--- config.mk ---
export PLATFORM = sky130hd
export DESIGN_NAME = serial_code_matcher
export DESIGN_NICKNAME = d
export VERILOG_FILES = /design/src/rtl/serial_code_matcher.sv
export SDC_FILE = /design/constraint.sdc
export NUM_CORES = 1
export LEC_CHECK = 0
export CAP_MARGIN = 20
export CORE_MARGIN = 2
export CORE_UTILIZATION = 59
export DETAILED_ROUTE_END_ITERATION = 10
export PLACE_DENSITY = 0.82
export SLEW_MARGIN = 20
export SYNTH_ARGS = -nofsm -noshare
export SYNTH_HDL_FRONTEND = slang
export SYNTH_SLANG_ARGS = --single-unit
--- constraint.sdc ---
create_clock -name CLK -period 5.43 [get_ports CLK]
set_clock_uncertainty 0.1 [all_clocks]
set_input_delay 0.543 -clock CLK [delete_from_list [all_inputs] [get_ports CLK]]
set_output_delay 0.543 -clock CLK [all_outputs]
set_load 0.05 [all_outputs]
--- src/rtl/serial_code_matcher.sv ---
// Serial bit-stream comparator for the code-entry path: checks X against Y over
// CODE_LEN qualified bits, then holds PASS or enforces a lockout after repeated failures.
module serial_code_matcher #(
    parameter int CODE_LEN    = 8,
    parameter int MAX_TRIES   = 3,
    parameter int HOLD_CYCLES = 100,
    parameter int LOCK_CYCLES = 1000
) (
    input  logic                             CLK,
    input  logic                             RST_N,
    input  logic                             START,
    input  logic                             BIT_VALID,
    input  logic                             X,
    input  logic                             Y,
    input  logic                             ABORT,
    output logic                             BUSY,
    output logic                             MATCH,
    output logic                             DONE,
    output logic                             PASS,
    output logic                             LOCKED,
    output logic [$clog2(MAX_TRIES+1)-1:0]   FAIL_CNT
);

    localparam int CW   = (CODE_LEN > 1) ? $clog2(CODE_LEN) : 1;
    localparam int FW   = $clog2(MAX_TRIES + 1);
    localparam int TMAX = (HOLD_CYCLES > LOCK_CYCLES) ? HOLD_CYCLES : LOCK_CYCLES;
    localparam int TW   = $clog2(TMAX + 1);

    localparam logic [CW-1:0] LAST_BIT  = CW'(CODE_LEN - 1);
    localparam logic [FW-1:0] LAST_TRY  = FW'(MAX_TRIES - 1);
    localparam logic [FW-1:0] SAT_CNT   = FW'(MAX_TRIES);
    localparam logic [TW-1:0] HOLD_LAST = TW'(HOLD_CYCLES - 1);
    localparam logic [TW-1:0] LOCK_LAST = TW'(LOCK_CYCLES - 1);

    typedef enum logic [2:0] {
        S_IDLE,
        S_COMPARE,
        S_EVAL,
        S_HOLD,
        S_LOCKOUT
    } state_t;

    state_t          state;
    logic [CW-1:0]   bit_cnt;
    logic [TW-1:0]   timer;

    // NOTE: every register here updates with <= so all reads in this block see
    // pre-edge values, regardless of statement order.
    always_ff @(posedge CLK or negedge RST_N) begin
        if (!RST_N) begin
            state    <= S_IDLE;
            bit_cnt  <= '0;
            timer    <= '0;
            BUSY     <= 1'b0;
            MATCH    <= 1'b0;
            DONE     <= 1'b0;
            PASS     <= 1'b0;
            LOCKED   <= 1'b0;
            FAIL_CNT <= '0;
        end else begin
            DONE <= 1'b0;
            case (state)
                S_IDLE: begin
                    if (START) begin
                        state   <= S_COMPARE;
                        bit_cnt <= '0;
                        MATCH   <= 1'b1;
                        BUSY    <= 1'b1;
                    end
                end
                S_COMPARE: begin
                    // Abort wins even against the final bit of the attempt.
                    if (ABORT) begin
                        state <= S_IDLE;
                        MATCH <= 1'b0;
                        BUSY  <= 1'b0;
                    end else if (BIT_VALID) begin
                        MATCH   <= MATCH & (X ~^ Y);
                        bit_cnt <= bit_cnt + 1'b1;
                        if (bit_cnt == LAST_BIT) begin
                            state <= S_EVAL;
                            DONE  <= 1'b1;
                        end
                    end
                end
                S_EVAL: begin
                    BUSY  <= 1'b0;
                    timer <= '0;
                    if (MATCH) begin
                        FAIL_CNT <= '0;
                        PASS     <= 1'b1;
                        state    <= S_HOLD;
                    end else if (FAIL_CNT >= LAST_TRY) begin
                        FAIL_CNT <= SAT_CNT;
                        LOCKED   <= 1'b1;
                        state    <= S_LOCKOUT;
                    end else begin
                        FAIL_CNT <= FAIL_CNT + 1'b1;
                        state    <= S_IDLE;
                    end
                end
                S_HOLD: begin
                    if (timer == HOLD_LAST) begin
                        state <= S_IDLE;
                        PASS  <= 1'b0;
                        MATCH <= 1'b0;
                        timer <= '0;
                    end else begin
                        timer <= timer + 1'b1;
                    end
                end
                S_LOCKOUT: begin
                    // Lockout expiry also forgives the failure history.
                    if (timer == LOCK_LAST) begin
                        state    <= S_IDLE;
                        LOCKED   <= 1'b0;
                        FAIL_CNT <= '0;
                        timer    <= '0;
                    end else begin
                        timer <= timer + 1'b1;
                    end
                end
                default: state <= S_IDLE;
            endcase
        end
    end

endmodule

; ---- After elaboration in Yosys (flattened, before gate mapping)
; Cells that the tools add are included.
[totals]
output_inout_bits = 7
word_cells = 84
in_bits = 7
register_bits = 23
[op_classes]
bitwise = 2
order_cmp = 1
reduce_logical = 14
n_eq_ne = 18
muxes = 37
n_addsub = 3
[op_table]
columns = op, n
row1 = two-way mux 3 bit, 11
row2 = one-hot mux 10 bit (3 select lines), 1
row3 = two-way mux 10 bit, 2
row4 = inequality test 2 bit (second input constant), 9
row5 = one-hot mux 3 bit (5 select lines), 1
row6 = two-way mux 1 bit, 13
row7 = AND reduction 4 bit, 3
row8 = adder 10 x 1 -> 10 bit (second input constant), 1
row9 = equality test 10 bit (second input constant), 1
row10 = equality test 10 x 7 -> 1 bit (second input constant), 1
row11 = nonzero test 3 bit, 3
row12 = equality test 3 x 2 -> 1 bit (second input constant), 2
row13 = equality test 3 bit (second input constant), 2
row14 = two-way mux 2 bit, 3
row15 = inequality test 3 bit (second input constant), 2
row16 = one-hot mux 1 bit (3 select lines), 2
row17 = one-hot mux 3 bit (2 select lines), 1
row18 = AND reduction 3 bit, 2
row19 = nonzero test 2 bit, 3
row20 = AND reduction 5 bit, 1
row21 = one-hot mux 1 bit (2 select lines), 2
row22 = one-hot mux 2 bit (2 select lines), 1
row23 = adder 3 x 1 -> 3 bit (second input constant), 1
row24 = equality test 3 x 1 -> 1 bit (second input constant), 1
row25 = 6 further kinds, 6

; ---- Depth between registers and ports, before layout
[depth]
ltp_word = 5
depth_mapped = 6
mapped_depth_nobuf = 6

; ---- Worst setup path after synthesis
; OpenSTA, ideal clock, no wires.
[synth_path]
kind = register to register
start = register timer[0]
end = register timer[7]
setup_ns = 0.129
path_stages_with_launch = 7
slack_ns = 3.720
path_buffers = 1
t_arrival_ns = 1.481
period_less_slack_ns = 1.710
required_ns = 5.201
cell_sequence = dfrtp_1 > ha_1 > nor4b_2 > a31oi_1 > buf_2 > o211ai_1 > nand3_1
[synth_between]
elab_chain_cells = 3
elab_cells_between_ends = 6
cone_classes = add/sub (1) / eq/ne (2) / mux (3)
[synth_rtl]
columns = element, line_no
row1 = from (decl), 45  ; logic [TW-1:0] timer;
row2 = from (signal assigned), 109  ; timer <= timer + 1'b1;
row3 = from (signal assigned), 120  ; timer <= timer + 1'b1;
row4 = "adder 10 x 1 -> 10 bit, or another cell as far along", "109, 120"
row5 = two-way mux 10 bit (on tied branches), "114, 103"
row6 = one-hot mux 10 bit (3 select lines) (*), 62  ; case (state)
; Every way passes the cells marked *; elsewhere a longest branch is shown, timed or not.
; A chain may end at the register's enable or synchronous reset.

; ---- Worst setup path in the final report
[layout_path]
start = register state[0]
end = register timer[4]
[layout_between]
elab_chain_cells = 2
elab_cells_between_ends = 5
cone_classes = eq/ne (3) / mux (1) / reduce/logical (1)
[layout_rtl]
columns = element, line_no
row1 = from (decl), 43  ; state_t state;
row2 = from (signal assigned), 51  ; state <= S_IDLE;
row3 = from (signal assigned), 65  ; state <= S_COMPARE;
row4 = from (signal assigned), 74  ; state <= S_IDLE;
row5 = equality test 3 bit or equality test 3 x 2 -> 1 bit (tied branches), 62
row6 = one-hot mux 10 bit (3 select lines) or nonzero test 3 bit (tied branches), n/a
; Several ways; a longest one is shown, not always the timed one.

==> metrics.md <==
| Metric | Value |
|---|---|
| Synth Register Bits | 23 |
| Fin util | 0.688 |
| Detail Route Antenna Nets | 0 |
| IO buf count | 13 |
| Initial antenna violation count | 0 |
| DP Area | 0.00149 mm^2 |
| Post-CTS Resized | 0 |
| Status | completed |
| DRT iter0 DRCs | 46 |
| CP Cell Sequence | or3b_1, a31oi_1, o21ai_0, o211ai_1 |
| Critical R2R Capture | timer[4]$_DFFE_PN0P_ |
| CTS Buffer Depth | 2 |
| FMAX | 0.413 GHz |
| Final Hold Fails | 0 |
| # fillers | 170 |
| RSZ-0062 raised after global routing | false |
| H-tree depth | 1 |
| DP Cell Count | 189 |
| Crit start category | flip-flop |
| Slew @ Worst Pin | slightly below 1000 ps |
| Routed Wire Length | between 3000 and 4000 um |
| Final setup TNS | 0 ps |
| Final Critical Period | between 2000 and 2500 ps |
| Clock Sinks | 23 |
| Slowest stage delay, CP | 740 ps |
| Buffers & Inverters on Critical Path | 0 |
| CP Capture Type | flip-flop |
| Largest net degree at the start of global routing | 24 |
| CTS Buf Count | 3 |
| Non-Filler Instances | slightly below 200 |
| Initial Util | 0.616 |
| Gr usage total | 0.244 |
| N_diodes | 0 |
| Hold Slack | 69.9 ps |
| Post-synthesis sequential area ratio | 0.427 |
| Hold/Removal Path Class | in -> async |
| Area grow syn2layout | 11.8% |
| Critical path arrival | 2570 ps |
| Syn Inst Count | approximately 150 |
| Die height | 51.8 um |
| Slowest CP cell | a31oi_1 |
| Vias in the first global route | 1182 |
| Post-layout nets | 176 |
| DR vias | 1235 |
| Max-slew violation count | 0 |
| Post-CTS Setup Inserts | 0 |
| Number of detailed-route iterations in the first pass | 4 |
| Worst-case vdd ir drop | 0.233 mV |
| Setup violators final | 0 |
| Post-synth net total | 164 |
| Site row count | 17 |
| WP data required | ~5600 ps |
| Via/cell ratio | 6.40 |
| First-pass GRT wire length | 4910 um |
| CTS tree | built |
| Post-synth EDFFs | 0 |
| CP top delay family | compound AO/OA/AOI/OAI gates |
| Clock slew at reported path FFs | approximately 140 ps |
| Predominant post-synthesis flop cell | dfrtp_1 |
| Layout cell share with drive strength beyond 1 | 0.0545 |
| Ys async rst share | 1.00 |
| DRC errors left | 0 |
| Worst skew pair latency | 320 ps |
| Grt total ovfl | 0 |
| Leakage | about 0.64 nW |
| RePlAce Congestion | between 0.8 and 0.9 |
| Design Area, Final | 0.00151 mm^2 |
| I/O Pins | 14 |
| Synth cell types | 43 |
| Reg-to-reg slack, setup | ~3000 ps |
| Worst reg2reg path depth | 4 |
| Period utilisation layout | 0.446 |
| Max cap viols | 0 |
| Avg Cell Area, Syn | 8.76 um^2 |
| Die X | approximately 52 um |
| Core area | 0.00219 mm^2 |
| Per-cell routed wire length | 15.6 um |
| Reg2reg start | state[0]$_DFFE_PN0P_ |
| PwrDens | 335 mW/mm^2 |
| Critical-path maximum fanout | 22 |
| Clk root buf | clkbuf_4 |
| Crit Path Category | reg -> reg |
| Slew HR | 0.336 |
| Die area | 0.00268 mm^2 |
| Synth warn | 0 |
| CTS Hold Buffers Added | 0 |
| Post-DP HPWL | 2140 um |
| Mapped Area | 0.00135 mm^2 |
[per-layer routing]
| layer | vias up | global-route usage | share of wire |
|---|---|---|---|
| li1 | 590 | - | - |
| met1 | 603 | 0.280 | 0.44 |
| met2 | 34 | 0.457 | 0.50 |
| met3 | 8 | 0.0287 | 0.036 |
| met4 | 0 | 0.0965 | 0.017 |
| met5 | - | 0 | 0 |
[power breakdown]
part	total (mW)	switching [mW]	internal, mW
combinational	0.170	0.102	0.0682
clock	0.0832	0.0556	0.0276
sequential	0.251	0.0461	0.205
total	0.504	0.204	0.301
[registers in the layout, indices dropped and copies added, names as in the netlist]
signal	cells
FAIL_CNT	2
timer	10
DONE	1
PASS	1
MATCH	1
LOCKED	1
BUSY	1
bit_cnt	3
state	3
[through the flow]
step	total power, mW	worst slack [ps]
5_1_grt	0.533	2860
2_1_floorplan	0.364	3720
3_3_place_gp	0.418	3200
4_1_cts	0.505	3070
6_report	0.504	3010
3_5_place_dp	0.425	3070
[cell usage after synthesis, types with 2 or more instances]
cell | count | share of area
nand4_1 | 3 | 0.014
nor2_1 | 12 | 0.033
o22ai_1 | 6 | 0.028
o21a_1 | 2 | 0.011
dfrtp_1 | 23 | 0.43
nand2_1 | 24 | 0.067
o211ai_1 | 3 | 0.017
nor4_1 | 2 | 0.0093
a211oi_1 | 3 | 0.017
nor3_1 | 7 | 0.026
o21ai_0 | 9 | 0.033
nand3_1 | 4 | 0.015
nor2b_1 | 5 | 0.023
ha_1 | 3 | 0.028
a21oi_1 | 6 | 0.022
inv_1 | 7 | 0.019
a31oi_1 | 4 | 0.019
buf_2 | 5 | 0.019
nor3b_1 | 2 | 0.011
[how the worst max path moves through the flow]
stage,slack (ps),end,from,depth (start not counted)
finish,3010,timer[4]$_DFFE_PN0P_,state[0]$_DFFE_PN0P_,4
global route,2860,timer[9]$_DFFE_PN0P_,state[0]$_DFFE_PN0P_,4
CTS,3070,timer[4]$_DFFE_PN0P_,state[0]$_DFFE_PN0P_,4
detailed placement,3070,timer[4]$_DFFE_PN0P_,state[0]$_DFFE_PN0P_,4
global placement,3200,timer[9]$_DFFE_PN0P_,state[0]$_DFFE_PN0P_,4
floorplan,3720,timer[7]$_DFFE_PN0P_,timer[0]$_DFFE_PN0P_,6
[area by class of cell]
cell class | instances | area [um^2] | share of cell area
multi-input cells | 118 | 718 | 0.476
inverters | 7 | 26.3 | 0.0174
repair buffers | 13 | 125 | 0.0830
clock inverters | 1 | 5.00 | 0.00332
flip-flops and latches | 23 | 576 | 0.382
well taps | 28 | 35.0 | 0.0232
clock buffers | 3 | 22.5 | 0.0149
[cell usage in the layout, fill, tap and decap left out, types with 2 or more instances in the layout]
master / n
nand2_1: 24
dfrtp_1: 23
nor2_1: 12
clkdlybuf4s50_1: 12
o21ai_0: 9
nor3_1: 7
inv_1: 7
a21oi_1: 6
o22ai_1: 6
nor2b_1: 5
a31oi_1: 4
nand3_1: 4
a211oi_1: 3
o211ai_1: 3
nand4_1: 3
ha_1: 3
clkbuf_4: 3
nor3b_1: 2
nor4_1: 2
o21a_1: 2
[cell families after synthesis]
logic type / count (synthesis) / share of synthesized area
simple gates: 71 / 0.285
compound gates: 41 / 0.198
flops: 23 / 0.427
buf+inv: 13 / 0.0408
fa+ha+maj: 3 / 0.0278
mux: 2 / 0.0158
xor+xnor: 1 / 0.00649
No activity file was read; power rests on OpenSTA's default activity.
